$ cat src/rtl/uart_rx_fifo.sv
// uart_rx_fifo: 8N1 UART receiver feeding a valid/ready byte FIFO; define UART_RX_PARITY_EN for 8E1 frames.
module uart_rx_fifo #(
  parameter int CLKS_PER_BIT = 868,
  parameter int FIFO_DEPTH   = 4
) (
  input  logic       clk,
  input  logic       btnc,
  input  logic       rx,
  output logic [7:0] rx_data,
  output logic       rx_valid,
  input  logic       rx_ready,
  output logic       frame_err,
  output logic       overrun
);
  localparam int CW = $clog2(CLKS_PER_BIT);
  localparam int AW = $clog2(FIFO_DEPTH);
  localparam logic [CW-1:0] HALF = CW'(CLKS_PER_BIT / 2 - 1);
  localparam logic [CW-1:0] LAST = CW'(CLKS_PER_BIT - 1);
`ifdef UART_RX_PARITY_EN
  typedef enum logic [2:0] {IDLE, START, DATA, PARITY, STOP, WAIT_HIGH} state_t;
`else
  typedef enum logic [2:0] {IDLE, START, DATA, STOP, WAIT_HIGH} state_t;
`endif
  state_t state, state_n;
  logic sync1, rxs, good, push, ferr, pop, full, wr;
  logic [CW-1:0] cnt, cnt_n;
  logic [2:0] bitn, bitn_n;
  logic [7:0] shreg, shreg_n;
  logic [AW:0] wp, rp;
  logic [7:0] mem [FIFO_DEPTH];
`ifdef UART_RX_PARITY_EN
  logic perr, perr_n;
  assign good = rxs & ~perr;
`else
  assign good = rxs;
`endif
  always_comb begin
    state_n = state;
    cnt_n   = cnt + 1'b1;
    bitn_n  = bitn;
    shreg_n = shreg;
    push    = 1'b0;
    ferr    = 1'b0;
`ifdef UART_RX_PARITY_EN
    perr_n  = perr;
`endif
    case (state)
      IDLE: begin
        cnt_n = '0;
        state_n = rxs ? IDLE : START;
      end
      START: if (cnt == HALF) begin
        cnt_n = '0;
        bitn_n = '0;
        state_n = rxs ? IDLE : DATA;
`ifdef UART_RX_PARITY_EN
        perr_n = 1'b0;
`endif
      end
      DATA: if (cnt == LAST) begin
        cnt_n = '0;
        shreg_n = {rxs, shreg[7:1]};
        bitn_n = bitn + 1'b1;
`ifdef UART_RX_PARITY_EN
        state_n = bitn == 3'd7 ? PARITY : DATA;
`else
        state_n = bitn == 3'd7 ? STOP : DATA;
`endif
      end
`ifdef UART_RX_PARITY_EN
      PARITY: if (cnt == LAST) begin
        cnt_n = '0;
        perr_n = rxs ^ (^shreg);
        state_n = STOP;
      end
`endif
      STOP: if (cnt == LAST) begin
        cnt_n = '0;
        push = good;
        ferr = ~good;
        state_n = good ? IDLE : WAIT_HIGH;
      end
      WAIT_HIGH: begin
        cnt_n = '0;
        state_n = rxs ? IDLE : WAIT_HIGH;
      end
      default: state_n = IDLE;
    endcase
  end
  always_ff @(posedge clk or posedge btnc) begin
    if (btnc) begin
      sync1 <= 1'b1;
      rxs   <= 1'b1;
      state <= IDLE;
      cnt   <= '0;
      bitn  <= '0;
      shreg <= '0;
`ifdef UART_RX_PARITY_EN
      perr  <= 1'b0;
`endif
    end else begin
      sync1 <= rx;
      rxs   <= sync1;
      state <= state_n;
      cnt   <= cnt_n;
      bitn  <= bitn_n;
      shreg <= shreg_n;
`ifdef UART_RX_PARITY_EN
      perr  <= perr_n;
`endif
    end
  end
  assign rx_valid = wp != rp;
  assign rx_data  = mem[rp[AW-1:0]];
  assign pop      = rx_valid & rx_ready;
  assign full     = (wp ^ rp) == {1'b1, {AW{1'b0}}};
  assign wr       = push & (~full | pop);
  always_ff @(posedge clk or posedge btnc) begin
    if (btnc) begin
      wp        <= '0;
      rp        <= '0;
      frame_err <= 1'b0;
      overrun   <= 1'b0;
      for (int i = 0; i < FIFO_DEPTH; i++) mem[i] <= '0;
    end else begin
      if (wr) mem[wp[AW-1:0]] <= shreg;
      wp        <= wp + (AW+1)'(wr);
      rp        <= rp + (AW+1)'(pop);
      frame_err <= ferr;
      overrun   <= push & ~wr;
    end
  end
endmodule

$ cat config.mk
export PLATFORM = sky130hd
export DESIGN_NAME = uart_rx_fifo
export DESIGN_NICKNAME = d
export VERILOG_FILES = /design/src/rtl/uart_rx_fifo.sv
export SDC_FILE = /design/constraint.sdc
export NUM_CORES = 1
export LEC_CHECK = 0
export ABC_AREA = 0
export CAP_MARGIN = 5
export CORE_MARGIN = 1
export CORE_UTILIZATION = 24
export CTS_CLUSTER_DIAMETER = 120
export DETAILED_ROUTE_END_ITERATION = 7
export MAX_ROUTING_LAYER = met4
export PLACE_DENSITY = 0.49
export SYNTH_ARGS = -nofsm -noshare
export SYNTH_HDL_FRONTEND = slang
export SYNTH_SLANG_ARGS = --single-unit
export TNS_END_PERCENT = 30
$ cat constraint.sdc
create_clock -name clk -period 4.6 [get_ports clk]
set_input_delay 0.69 -clock clk [delete_from_list [all_inputs] [get_ports clk]]
set_output_delay 0.69 -clock clk [all_outputs]
set_load 0.03 [all_outputs]
After elaboration in Yosys (flattened, before gate mapping)

Cells that the tools add are included.

Flip-flop bits (word level): 66
Word-level logic and storage cells: 75
Output and inout bits: 11

Reduce and logical (&&, ||, !) cells: 8
Equality and inequality tests: 12
Muxes and demuxes: 24
Add/subtract/negate cells: 4
Bitwise operators: 10
$lt $le $gt $ge: 3

Operators with widths:

| operator                                                         | number |
|---|---|
| 32-bit bitwise mux                                               | 1 |
| 10-bit one-hot mux with 3 select lines                           | 1 |
| 8-bit 2-to-1 mux                                                 | 3 |
| 10-bit 2-to-1 mux                                                | 2 |
| 3-bit 2-to-1 mux                                                 | 6 |
| 8-bit binary-select mux with 2-bit select                        | 1 |
| 8-bit demux with 2-bit select                                    | 1 |
| 3-bit one-hot mux with 5 select lines                            | 1 |
| 10-bit by 1-bit adder with 10-bit output, second input constant  | 1 |
| 10-bit == test, second input constant                            | 1 |
| 10-bit by 9-bit == test with 1-bit output, second input constant | 1 |
| 3-bit == test, second input constant                             | 3 |
| 3-bit by 1-bit adder with 3-bit output                           | 2 |
| 3-bit by 2-bit == test with 1-bit output, second input constant  | 2 |
| 3-bit >= comparator, second input constant                       | 2 |
| 1-bit 2-to-1 mux                                                 | 6 |
| 2-bit != test, second input constant                             | 3 |
| 2-bit inverter with 3-bit output                                 | 2 |
| 3-bit one-hot mux with 2 select lines                            | 1 |
| 3-bit AND reduction                                              | 2 |
| 2-bit OR reduction                                               | 2 |
| 3-bit by 1-bit adder with 3-bit output, second input constant    | 1 |
| 1-bit bitwise AND                                                | 3 |
| 3-bit by 1-bit == test with 1-bit output, second input constant  | 1 |
| 10 further kinds                                                 | 12 |

Logic depth before layout (Yosys ltp)

Gate-level depths: netlist of run 1.

Depth in word-level cells: 7
Depth in mapped cells: 8
Depth with buffers taken out: 7

Worst setup path before layout of run 1

Ideal clock, no wire load.

Path type: reg-to-reg
From: register cnt[2]
To: register mem[10] (netlist bit)
Clock period less this slack: 2124 ps
Arrival time: 1999 ps
Stages on the path, launching flop included: 7
Path buffers: 2
Slack: 2476 ps
Library setup time: 125 ps
Path through: dfrtp_1 buf_6 or3b_4 nor4_4 and4b_1 buf_6 mux2_4

Word-level cells in the longest chain between the ends: 4

Ends and longest elaborated chain:

| element                         | RTL line | source |
|---|---|---|
| from (decl)                     | 26       | `logic [CW-1:0] cnt, cnt_n;` |
| from (signal assigned)          | 105      | `cnt <= cnt_n;` |
| 10-bit == test                  | 77       | `STOP: if (cnt == LAST) begin` |
| 1-bit 2-to-1 mux                | 77       |  |
| 1-bit 2-to-1 mux                | 47       | `case (state)` |
| 1-bit bitwise AND               | 117      | `assign wr = push & (~full \| pop);` |
| to (signal, indexed assignment) | 126      | `if (wr) mem[wp[AW-1:0]] <= shreg;` |
| to (decl)                       | 30       | `logic [7:0] mem [FIFO_DEPTH];` |

No other way between the ends.
A chain may end at the register's enable or synchronous reset.

Final worst setup path of run 1

From: register rp[0]
To: output port rx_data[5]

Word-level cells in the longest chain between the ends: 4

Ends and longest elaborated chain:

| element                                                | RTL line | source |
|---|---|---|
| from (decl)                                            | 29       | `logic [AW:0] wp, rp;` |
| from (signal assigned)                                 | 128      | `rp <= rp + (AW+1)'(pop);` |
| 2-bit inverter with 3-bit output (not written as such) | 114      | `assign rx_data = mem[rp[AW-1:0]];` |
| 8-bit binary-select mux with 2-bit select              | 114      |  |
| 8-bit 2-to-1 mux (not written as such) (2 in a row)    | 114      |  |
| to (decl)                                              | 9        | `output logic [7:0] rx_data,` |

No other way between the ends. The select of a mux whose other input is x is not followed.

==> results_dict.tcl, run 1 <==
set metrics [dict create \
    status "finished, final reports clean" \
    slew_headroom_pct 36.1 \
    powerDensity_nw_per_um2 368 \
    arrival_ps 2260 \
    dp_cells 402 \
    maxCapViolations 0 \
    drive_above_1_share_pct 22.4 \
    die_x_um 116 \
    period_share_pct 64.1 \
    reg2reg_from "cnt[0]" \
    final_antenna_net_count 0 \
    ys_seq_elements 66 \
    vias 1805 \
    cts_hold_buffers 0 \
    grt_pass1_vias 1928 \
    cts.sinks 66 \
    dp_slack_ps 1910 \
    clk_path_buf_depth 2 \
    fin_crit_ps 2950 \
    switching_share_pct 25.6 \
    timing.rr.end "mem[13]" \
    syn_inst 222 \
    path_class "flip-flop to output pin" \
    post-dp-hpwl_um 3900 \
    drtPass1Iterations 4 \
    r2r.worst_path.cells 5 \
    grt_pass1_wl_um 9890 \
    synthTopCellsByCount "dfrtp_1 (64), mux2_1 (22), nor2_1 (17)" \
    finalSetupViolCount 0 \
    fmax_ghz 0.339 \
    rsz0062_at_grt "no" \
    cts_made_buffers 9 \
    hp-class "flip-flop to flip-flop" \
    fin_util_pct 29.2 \
    peakVddDrop_v 0.000140 \
    synthToLayoutAreaGrowth_pct 18.1 \
    slew_viol_final 0 \
    yosys-top-cells-area "dfrtp_1 (51%), mux2_1 (7.9%), mux4_2 (5.7%), mux2_2 (3.9%), mux2_4 (3.8%)" \
    tightestPinTransition_ps 958 \
    die_y_um 116 \
    required_ps 3910 \
    synth_enable_flop_cells 0 \
    timing.final.ws_setup_ps 1650 \
    min_path_cells 0 \
    start_kind "flip-flop" \
    path_clk_slew_ps 50 \
    cts_root_buf "clkbuf_16" \
    seq_power_share_pct 47.7 \
    grt_max_degree 46 \
    stdcell_count 418 \
    syn_area_per_cell_sq_um 14.1 \
    skew_ps 4.92 \
    cp-endpoint "rx_data[5]" \
    crit_chain "mux4_2 > clkdlybuf4s50_1" \
    finalHoldViolCount 0 \
    die-area_sq_um 13500 \
    rows 41 \
    crit_path_top_delay_cell "dfrtp_1" \
    wl_per_cell_um 13.8 \
    ioPinCount 15 \
    post-cts-setup-buffers 0 \
    start_util_pct 24.8 \
    setup-tns-final_ps 0 \
    r2r_slack_ps 2080 \
    pwr-share-clk_pct 45.1 \
    dr.first_iter.drc_count 80 \
    synth_ff_type "dfrtp_1" \
    worst-path-max-fanout 10 \
    ys_warn_count 0 \
    cts_tree "done" \
    synth_nets 234 \
    fin_nets 253 \
    yosysMostFrequentCell "dfrtp_1" \
    gp_congestion 0.724 \
    drt_wl_total_um 5770 \
    grt_usage_pct 10.1 \
    hold_ws_ps 355 \
    grt_overflow_total 0 \
    synth_top_area_cell "dfrtp_1" \
    synth.top_cell.area_share_pct 51.0 \
    combPwrFrac_pct 7.2 \
    synth_cell_types 45 \
    crit_start "rp[0]" \
    cts_resized 0 \
    h-tree-depth 3 \
    power.internal_uw 1020 \
    cpPeakStageDelay_ps 740 \
    core_sq_um 12700 \
    drc_errors 0 \
    power.net_switching_uw 349 \
    vias_per_cell 4.32 \
    clock_latency_ps 330 \
    netlist_area_sq_um 3140 \
    n_antenna_cell 0 \
    port-buffer-count 14 \
    seq_area_frac_synth_pct 52.7 \
    ys_async_sr_fraction_pct 100 \
    setup.worst_path.end_class "output pin" \
    antenna_found_initial 0 \
    p_leak_uw 0.00170 \
]
-- how the worst min path moves through the flow --
| stage | from | to | slack, ps |
|---|---|---|---|
| 2_1_floorplan | sync1 | good | 350 |
| 3_3_place_gp | sync1 | good | 350 |
| 3_5_place_dp | sync1 | good | 350 |
| 4_1_cts | sync1 | good | 360 |
| 5_1_grt | sync1 | good | 360 |
| 6_report | sync1 | good | 350 |
-- sequential cells by signal (all words and copies together) (netlist names) --
signal     flops
bitn           3
overrun        1
state          3
rp             3
frame_err      1
sync1          1
cnt           10
wp             3
mem           32
good           1
shreg          8
-- cells in the final DEF (no fill, tap or decap), types with 2 or more instances in the layout --
cell / netlist / final
nor3b_1: 2 / 2
nor2_1: 17 / 17
mux2_2: 11 / 11
mux4_2: 8 / 8
xor2_1: 6 / 6
xnor2_1: 7 / 7
nand4bb_1: 2 / 2
clkbuf_16: 0 / 9
clkdlybuf4s50_1: 0 / 14
mux2i_1: 3 / 3
and4_1: 2 / 2
clkinvlp_4: 0 / 4
mux2_1: 22 / 22
dfrtp_1: 64 / 64
nor3_1: 8 / 8
mux2_4: 8 / 8
nand4b_1: 2 / 2
nand2_1: 9 / 9
and2_1: 2 / 2
dfstp_2: 2 / 2
inv_1: 5 / 4
nand3_1: 5 / 5
ha_1: 8 / 8
-- power groups by stage --
stage | sequential [uW] | clock [uW] | combinational (uW)
floorplan | 618 | 0 | 128
global placement | 663 | 0 | 100
detailed placement | 665 | 0 | 102
CTS | 656 | 636 | 101
global route | 657 | 661 | 109
finish | 650 | 615 | 98.2
-- stage by stage --
step | total power (uW) | instance area, sq um
2_1_floorplan | 746 | 3140
3_3_place_gp | 764 | 3430
3_5_place_dp | 767 | 3430
4_1_cts | 1390 | 3710
5_1_grt | 1430 | 3710
6_report | 1360 | 3710
-- cell families (layout without fill, tap and decap cells) --
logic type | count (synthesis) | after routing | share of synthesized area [%]
AO/OA/AOI/OAI | 7 | 7 | 1.67
XOR/XNOR | 13 | 13 | 3.63
adder cells (fa/ha/maj) | 8 | 8 | 3.19
buffers and inverters | 12 | 36 | 2.75
flip-flops | 66 | 66 | 52.7
multiplexers | 52 | 52 | 22.4
AND/OR/NAND/NOR | 64 | 64 | 13.7
-- critical path, delay by kind of cell, from the launching register on --
family | cells | cell delay [ps]
flip-flops | 1 | 740
buffers and inverters | 1 | 600
multiplexers | 1 | 580
-- cell type report --
type	count	area [sq um]
inverters	5	18.8
fillers	1313	8960
flip-flops and latches	66	1650
clock buffers	10	229
multi-input cells	144	1400
repair buffers	15	148
well taps	172	215
clock inverters	6	43.8
-- layer usage --
metal  global-route usage, %  vias up  wire [um]  share of wire (%)
met1                    12.0      930       2730                 47
met4                    3.59        0         71                1.2
li1                        -      844          -                  -
met3                    3.63        9        179                3.1
met5                       -        -          0                  0
met2                    15.7       22       2780                 48
(Power assumes the default switching activity.)
==> run 2, diff against run 1 <==
clock period = 3.1 ns   (was 4.6 ns; I/O delays follow)
==> run 2 against run 1 <==
  * Cell area is 3.3% higher
  * Sequential power up 43%
  * Critical path type unchanged
  * Clock skew is essentially flat
  * Largest power group is now clock
==> results_dict.tcl, run 2 (synthesis gave the netlist of run 1 again) <==
set metrics [dict create \
    cts_tree "done" \
    die_y_um 116 \
    rsz0062_at_grt "no" \
    antenna_found_initial 0 \
    crit_path_top_delay_cell "clkdlybuf4s50_1" \
    arrival_ps 2200 \
    die_x_um 116 \
    drc_errors 0 \
    n_antenna_cell 0 \
    cts_root_buf "clkbuf_16" \
    worst-path-buf-inv 2 \
    setup-tns-final_ps 0 \
    final_antenna_net_count 0 \
    reg2reg_from "cnt[0]" \
    p_leak_uw 0.00178 \
    worst-path-max-fanout 6 \
    cp_top_family "buffers and inverters" \
    dr.first_iter.drc_count 65 \
    port-buffer-count 14 \
    post-dp-hpwl_um 3900 \
    finalHoldViolCount 0 \
    dp_cells 406 \
    crit_cells 3 \
    cts_hold_buffers 0 \
    path_clk_slew_ps 50 \
    top_register "mem" \
    drive_above_1_share_pct 23.6 \
    ioPinCount 15 \
    cts_made_buffers 9 \
    tightestPinTransition_ps 630 \
    drt_wl_total_um 5600 \
    post-cts-setup-buffers 0 \
    synthToLayoutAreaGrowth_pct 22.0 \
    slew_viol_final 0 \
    cts.sinks 66 \
    crit_chain "buf_4 > mux4_2 > clkdlybuf4s50_1" \
    core_sq_um 12700 \
    hp-class "flip-flop to flip-flop" \
    cts_resized 0 \
    whs_endpoint "good" \
    min_path_cells 0 \
    period_share_pct 85.9 \
    wl_per_cell_um 13.3 \
    fmax_ghz 0.375 \
    path_class "flip-flop to output pin" \
    required_ps 2630 \
    grt_pass1_vias 1916 \
    h-tree-depth 3 \
    largest_reg_flops 32 \
    grt_pass1_wl_um 9720 \
    clk_path_buf_depth 2 \
    fin_nets 257 \
    stdcell_count 422 \
    r2r_slack_ps 720 \
    peakVddDrop_v 0.000193 \
    grt_overflow_total 0 \
    finalSetupViolCount 0 \
    cpPeakStageDelay_ps 600 \
    vias_per_cell 4.22 \
    hold_ws_ps 357 \
    skew_ps 4.80 \
    clock_latency_ps 330 \
    setup.worst_path.end_class "output pin" \
    drtPass1Iterations 4 \
    die-area_sq_um 13500 \
    min_from "sync1" \
    start_kind "flip-flop" \
    mostFrequentLayoutCell "dfrtp_1" \
    fill_cells 1287 \
    powerDensity_nw_per_um2 605 \
    start_util_pct 24.8 \
    grt_usage_pct 10.0 \
    final_cell_mix "dfrtp_1 (64), mux2_1 (22), nor2_1 (17)" \
    status "finished, final reports clean" \
    timing.rr.end "mem[11]" \
    vias 1780 \
    slew_headroom_pct 57.4 \
    gp_congestion 0.716 \
    maxCapViolations 0 \
    rows 41 \
    fin_crit_ps 2660 \
    r2r.worst_path.cells 6 \
    grt_max_degree 43 \
    reg_top3 "mem x32, cnt x10, shreg x8" \
]
[run 2: metrics by stage]
step | power, uW | utilization [%] | setup slack, ps | cell area, sq um
floorplan | 1110 | - | 976 | 3140
global placement | 1150 | 27.4 | 670 | 3480
CTS | 2370 | 30.2 | 369 | 3830
finish | 2320 | 30.2 | 437 | 3830
detailed placement | 1150 | 27.4 | 645 | 3480
global route | 2430 | 30.2 | 329 | 3830
[run 2: where the power goes]
group / internal [uW] / switching, uW
Sequential: 887 / 43.4
Combinational: 98.5 / 98.5
Clock: 829 / 360
Total: 1810 / 502
[run 2: per-layer routing]
layer  global-route usage (%)  routed length [um]  vias to the layer above  share of wire, %
met3                     3.48                 219                        8               3.9
met5                        -                   0                        -                 0
li1                         -                   -                      857                 -
met1                     11.9                2560                      892                46
met4                     4.10                  88                        0               1.6
met2                     15.5                2740                       23                49
[run 2: how the worst max path moves through the flow]
stage,startpoint,endpoint,slack (ps)
global placement,rx_ready,mem[12],670
finish,rp[0],rx_data[2],440
detailed placement,rx_ready,mem[14],650
CTS,rp[0],rx_data[2],370
global route,rp[0],rx_data[1],330
floorplan,btnc,bitn[0],980
[run 2: layout make-up]
class | count | area [sq um] | area share, %
clock buffer | 12 | 256 | 6.70
timing repair buffer | 19 | 190 | 4.97
sequential | 66 | 1650 | 43.2
tap | 172 | 215 | 5.62
clock inverter | 4 | 97.6 | 2.55
inverter | 5 | 18.8 | 0.490
multi-input combinational | 144 | 1400 | 36.5
==> run 3, diff against run 2 <==
TNS_END_PERCENT = default   (was 30)
==> results of run 3 <==
Final layout, timing and power as in run 2 (identical DEF).
